File: config.mk
export PLATFORM = sky130hd
export DESIGN_NAME = branch_ctrl
export DESIGN_NICKNAME = d
export VERILOG_FILES = /design/src/rtl/rv32i_pkg.sv /design/src/rtl/br_cmp.sv /design/src/rtl/branch_ctrl.sv
export SDC_FILE = /design/constraint.sdc
export NUM_CORES = 1
export LEC_CHECK = 0
export ABC_AREA = 1
export CORE_MARGIN = 1
export CORE_UTILIZATION = 31
export CTS_CLUSTER_SIZE = 14
export DETAILED_ROUTE_END_ITERATION = 10
export SYNTH_ARGS = -nofsm -noshare
export SYNTH_HDL_FRONTEND = slang
export SYNTH_SLANG_ARGS = --single-unit
export TNS_END_PERCENT = 10
File: constraint.sdc
create_clock -name clk -period 2.5 [get_ports clk]
set_input_delay 0.5 -clock clk [delete_from_list [all_inputs] [get_ports clk]]
set_output_delay 0.5 -clock clk [all_outputs]
set_load 0.005 [all_outputs]
File: src/rtl/rv32i_pkg.sv
// Shared RV32I control definitions: branch funct3 encodings and the
// redirect controller state type.
package rv32i_pkg;

  localparam logic [2:0] F3_BEQ  = 3'b000;
  localparam logic [2:0] F3_BNE  = 3'b001;
  localparam logic [2:0] F3_BLT  = 3'b100;
  localparam logic [2:0] F3_BGE  = 3'b101;
  localparam logic [2:0] F3_BLTU = 3'b110;
  localparam logic [2:0] F3_BGEU = 3'b111;

  typedef enum logic {
    ST_IDLE     = 1'b0,
    ST_REDIRECT = 1'b1
  } state_e;

endpackage

File: src/rtl/br_cmp.sv
// Combinational branch-condition evaluation; funct3 010/011 are not
// branch encodings and report illegal (never taken).
module br_cmp
  import rv32i_pkg::*;
(
  input  logic [31:0] rs1,
  input  logic [31:0] rs2,
  input  logic [2:0]  fun3,
  output logic        taken,
  output logic        illegal
);

  always_comb begin
    taken   = 1'b0;
    illegal = 1'b0;
    case (fun3)
      F3_BEQ:  taken = (rs1 == rs2);
      F3_BNE:  taken = (rs1 != rs2);
      F3_BLT:  taken = ($signed(rs1) <  $signed(rs2));
      F3_BGE:  taken = ($signed(rs1) >= $signed(rs2));
      F3_BLTU: taken = (rs1 <  rs2);
      F3_BGEU: taken = (rs1 >= rs2);
      default: illegal = 1'b1;
    endcase
  end

endmodule

File: src/rtl/branch_ctrl.sv
// Execute-stage branch/jump resolution with a valid/ready PC redirect to
// fetch, misaligned-target trap and branch statistics counters.
module branch_ctrl
  import rv32i_pkg::*;
#(
  parameter int CNT_W = 32
) (
  input  logic             clk,
  input  logic             rst,
  input  logic             ex_valid,
  output logic             ex_ready,
  input  logic             ex_is_br,
  input  logic             ex_is_jal,
  input  logic             ex_is_jalr,
  input  logic [2:0]       ex_fun3,
  input  logic [31:0]      ex_pc,
  input  logic [31:0]      ex_rs1,
  input  logic [31:0]      ex_rs2,
  input  logic [31:0]      ex_imm,
  output logic             redir_valid,
  output logic [31:0]      redir_pc,
  input  logic             redir_ready,
  output logic             flush,
  output logic             trap_misalign,
  output logic [31:0]      trap_pc,
  output logic             illegal_fun3,
  output logic [CNT_W-1:0] br_cnt,
  output logic [CNT_W-1:0] taken_cnt,
  output logic             dbg_state
);

  // Handshake: a redirect transfers in the cycle where redir_valid and
  // redir_ready are both high; redir_pc is held stable until then.

  state_e            r_state;
  state_e            w_state_nxt;
  logic [31:0]       r_redir_pc;
  logic              r_trap;
  logic [31:0]       r_trap_pc;
  logic              r_illegal;
  logic [CNT_W-1:0]  r_br_cnt;
  logic [CNT_W-1:0]  r_taken_cnt;

  logic              w_cmp_taken;
  logic              w_cmp_illegal;
  logic              w_accept;
  logic              w_taken;
  logic [31:0]       w_target;
  logic              w_aligned;

  br_cmp u_br_cmp (
    .rs1     (ex_rs1),
    .rs2     (ex_rs2),
    .fun3    (ex_fun3),
    .taken   (w_cmp_taken),
    .illegal (w_cmp_illegal)
  );

  assign w_accept  = ex_valid && ex_ready;
  assign w_taken   = (ex_is_br && w_cmp_taken) || ex_is_jal || ex_is_jalr;
  assign w_target  = ex_is_jalr ? ((ex_rs1 + ex_imm) & ~32'h1) : (ex_pc + ex_imm);
  assign w_aligned = (w_target[1:0] == 2'b00);

  always_comb begin
    w_state_nxt = r_state;
    ex_ready    = 1'b0;
    redir_valid = 1'b0;
    flush       = 1'b0;
    case (r_state)
      ST_IDLE: begin
        ex_ready = 1'b1;
        if (w_accept && w_taken && w_aligned) w_state_nxt = ST_REDIRECT;
      end
      ST_REDIRECT: begin
        redir_valid = 1'b1;
        flush       = 1'b1;
        if (redir_ready) w_state_nxt = ST_IDLE;
      end
      default: w_state_nxt = ST_IDLE;
    endcase
  end

  always_ff @(posedge clk) begin
    if (rst) begin
      r_state     <= ST_IDLE;
      r_redir_pc  <= 32'h0;
      r_trap      <= 1'b0;
      r_trap_pc   <= 32'h0;
      r_illegal   <= 1'b0;
      r_br_cnt    <= '0;
      r_taken_cnt <= '0;
    end else begin
      r_state   <= w_state_nxt;
      r_trap    <= w_accept && w_taken && !w_aligned;
      r_illegal <= w_accept && ex_is_br && w_cmp_illegal;
      if (w_accept && w_taken && w_aligned) r_redir_pc <= w_target;
      if (w_accept && w_taken && !w_aligned) r_trap_pc <= ex_pc;
      if (w_accept && ex_is_br) r_br_cnt <= r_br_cnt + 1'b1;
      // Misaligned taken branches still count as taken.
      if (w_accept && ex_is_br && w_cmp_taken) r_taken_cnt <= r_taken_cnt + 1'b1;
    end
  end

  assign redir_pc      = r_redir_pc;
  assign trap_misalign = r_trap;
  assign trap_pc       = r_trap_pc;
  assign illegal_fun3  = r_illegal;
  assign br_cnt        = r_br_cnt;
  assign taken_cnt     = r_taken_cnt;
  assign dbg_state     = r_state;

endmodule

==> impl_results.md <==
- Total wire length: 43000 um
- Setup crit start kind: input pin
- Fillers: 3444
- GPL Wtd Cong: 0.901
- Setup-failing EPs final: 5
- Maxcap violations: 0
- Top cell type's share of synthesized area: 0.242
- Max Clock Freq: 398 MHz
- Sink Count: 131
- Drt first-iter violations: 802
- Area Overhead vs Synth: 67.2%
- Top cells by count, synth: nand2_1 (458), nor2_1 (251), inv_1 (230)
- Worst-skew pair later-pin latency: 0.42 ns
- Slew HR: 0.616
- Grt ovf: 0
- Max Buffers Root-to-Sink: 2
- Hold Crit Class: in -> reg
- Share of layout cells above drive strength 1: 0.262
- Avg WL per Cell: 15.5 um
- Metal2 WL: 20500 um
- Syn Nets: 1988
- FF-to-FF path depth: 9
- Synthesized area per cell: 6.18 um^2
- Drt via density: 4.75
- Utilization after layout: 0.526
- Synth unique cells: 46
- Core Box Area: 0.0345 mm^2
- WHS Path Cells: 3
- Final Hold Vio Count: 0
- Status: finished with violations
- Measured slew at the worst slew-check pin: 0.577 ns
- EDFF count, synth: 0
- I/O pins: 272
- H-tree depth: 4
- DIE AREA: 0.0357 mm^2
- First drt pass iteration count: 5
- Reg2reg end: br_cnt[31]
- Ys async rst share: 0
- Count leader, synth: nand2_1
- Final min period: 2.51 ns
- Met3 routed wirelength: 2420 um
- Synth top area cells: dfxtp_1 (24%), nand2_1 (16%), ha_1 (11%), nor2_1 (8.7%), inv_1 (8.0%)
- Mapped Cells: 1753
- Final net count: 2539
- Reg2Reg Setup Slack: 0.30 ns
- Vias in the first global route: 12.7k
- RSZ-0062 raised after global routing: true
- Detail Route Antenna Nets: 0
- Critical Path AT: 2.82 ns
- WP data required: 2.81 ns
- Failing checks: negative setup slack
- Vias: 13.2k
- Die X-Extent: 189 um
- First-pass GRT wire length: 66200 um
- Sequential fraction of the synthesis area: 0.242
- Pin count of the biggest net entering global routing: 51
- Hold buffers post-CTS: 0
- CTS tree: yes
- Port bufs: 271
- Area share of fa/ha/maj cells after synthesis: 0.113
- TNS Setup: -0.0298 ns
- Die Y: 189 um
- Ys flop type: dfxtp_1
- Leak: 0.00847 uW
- Top Layer Used: met4
- Largest family of logic cells by synthesized area: simple AND/OR/NAND/NOR gates
- Clock transition at path regs: 0.06 ns
- Mux contribution to synthesized area: 0
- Pwr/cell area: 427 mW/mm^2
- Tot Pwr: 7740 uW
- Tot GR Track Use: 0.235
- Max rail drop VDD: 0.475 mV
- Synth Cell Area: 0.0108 mm^2
- YS warnings: 0
- Final-report max-slew violation count: 0
- CP Capture Type: register
- Setup Crit Path Kind: in -> reg
- Starting Density: 0.314
- Post-synthesis simple-gate area fraction: 0.348
- RR Startpoint: br_cnt[6]
- Final period util: 1.00
- Post-route insts no fill: 2773
- DPL Wire Length: 33500 um
- Crit path max fanout: 6
- Synth Area in XOR/XNOR: 0.0429
- Destination of the worst hold path: trap_pc[9]
- Min-Delay Startpoint: ex_pc[9]
- DP Cell Count: 2721
- Initial antenna violation count: 2
- Compound-Gate Fraction of Synth Area: 0.149
- Remaining DRCs: 0
- TritonCTS Buffers: 17
- Flops & latches, synth: 131
- Clock root buffer: clkbuf_16
- Area leader, netlist: dfxtp_1
- Fin worst setup slack: -0.0109 ns
- Floorplan row count: 68
- Clock skew: 0.00772 ns
- Wl on met1: 19000 um
-- critical path, stage by stage --
cell           delay, ns
dlygate4sd2_1       0.27
ha_4                0.30
nand2_4             0.06
nor2_4              0.11
nand2_4             0.09
nor2_4              0.19
nand2_2             0.10
nand4_1             0.09
nand2_1             0.07
inv_1               0.06
nand2_1             0.04
nor2_1              0.11
nand3_2             0.09
nand2_2             0.10
nand2_4             0.07
nand3_4             0.13
buf_8               0.16
clkbuf_16           0.15
nand2_1             0.04
nand2_1             0.06
nor2_1              0.04
-- per-stage QoR --
stage	instance area, um^2	setup slack [ns]	hold slack, ns
2_1_floorplan	10800	0.0462	0.449
3_3_place_gp	16100	-0.880	0.462
3_5_place_dp	16100	-0.936	0.463
4_1_cts	17400	-0.212	0.477
5_1_grt	18100	-0.111	0.424
6_report	18100	-0.0109	0.431
-- metal layers --
metal,global-route usage,up-vias
li1,-,6801
met1,0.295,5950
met2,0.403,365
met3,0.0434,56
met4,0.0775,0
met5,0,-
-- layout by cell type, fill, tap and decap left out, types with 16 or more instances in the layout --
cell type,n
a21oi_1,126
a21oi_2,23
buf_4,283
clkbuf_16,19
clkdlybuf4s50_1,176
dfxtp_1,131
dlygate4sd2_1,28
dlymetal6s2s_1,26
ha_1,45
ha_4,50
inv_1,200
inv_2,36
nand2_1,413
nand2_2,35
nand3_1,49
nand4_1,30
nor2_1,232
nor2_2,16
nor3_1,43
nor4_1,17
o21ai_0,59
o21ai_1,20
xnor2_1,19
xor2_1,34
-- power breakdown --
group / internal [uW] / total (uW) / switching (uW)
combinational: 1540 / 3070 / 1530
clock: 1410 / 2390 / 976
sequential: 2200 / 2280 / 75.8
total: 5150 / 7740 / 2590
-- cell type report --
| cell class | instances | area (um^2) | area share |
|---|---|---|---|
| sequential | 131 | 2620 | 0.145 |
| timing repair buffer | 574 | 5160 | 0.285 |
| clock inverter | 12 | 109 | 0.00601 |
| tap | 455 | 569 | 0.0314 |
| inverter | 237 | 892 | 0.0493 |
| multi-input combinational | 1343 | 8300 | 0.458 |
| clock buffer | 19 | 453 | 0.0250 |
| antenna | 2 | 5.00 | 0.000276 |
-- repair_timing --
| action | in CTS | in global routing |
|---|---|---|
| gates cloned | 4 | 3 |
| resized for setup | 301 | 192 |
| pin swaps | 47 | 55 |
| buffers inserted | 8 | 6 |
| setup endpoints to repair | 98 | 98 |
-- sequential cells by signal, summed over array words and instances (netlist names) --
signal and cells:
br_cnt 32, dbg_state 1, illegal_fun3 1, redir_pc 32, taken_cnt 32, trap_misalign 1, trap_pc 32
-- cell families after synthesis --
kind of cell	Yosys count
AND/OR/NAND/NOR	897
AO/OA/AOI/OAI	296
adder cells (fa/ha/maj)	97
flip-flops	131
buffers and inverters	279
XOR/XNOR	53
-- how the worst max path moves through the flow --
stage | startpoint | end | slack [ns] | depth (start not counted)
final | ex_rs1[29] | trap_pc[2] | -0.01 | 21
after global routing | ex_imm[15] | redir_pc[22] | -0.11 | 15
after CTS | ex_imm[9] | redir_pc[24] | -0.21 | 15
after detailed placement | ex_rs2[7] | trap_pc[19] | -0.94 | 21
after global placement | ex_rs2[7] | trap_pc[18] | -0.88 | 21
after floorplan | ex_pc[0] | redir_pc[26] | 0.05 | 17
Power figures use the tool's default switching activity.
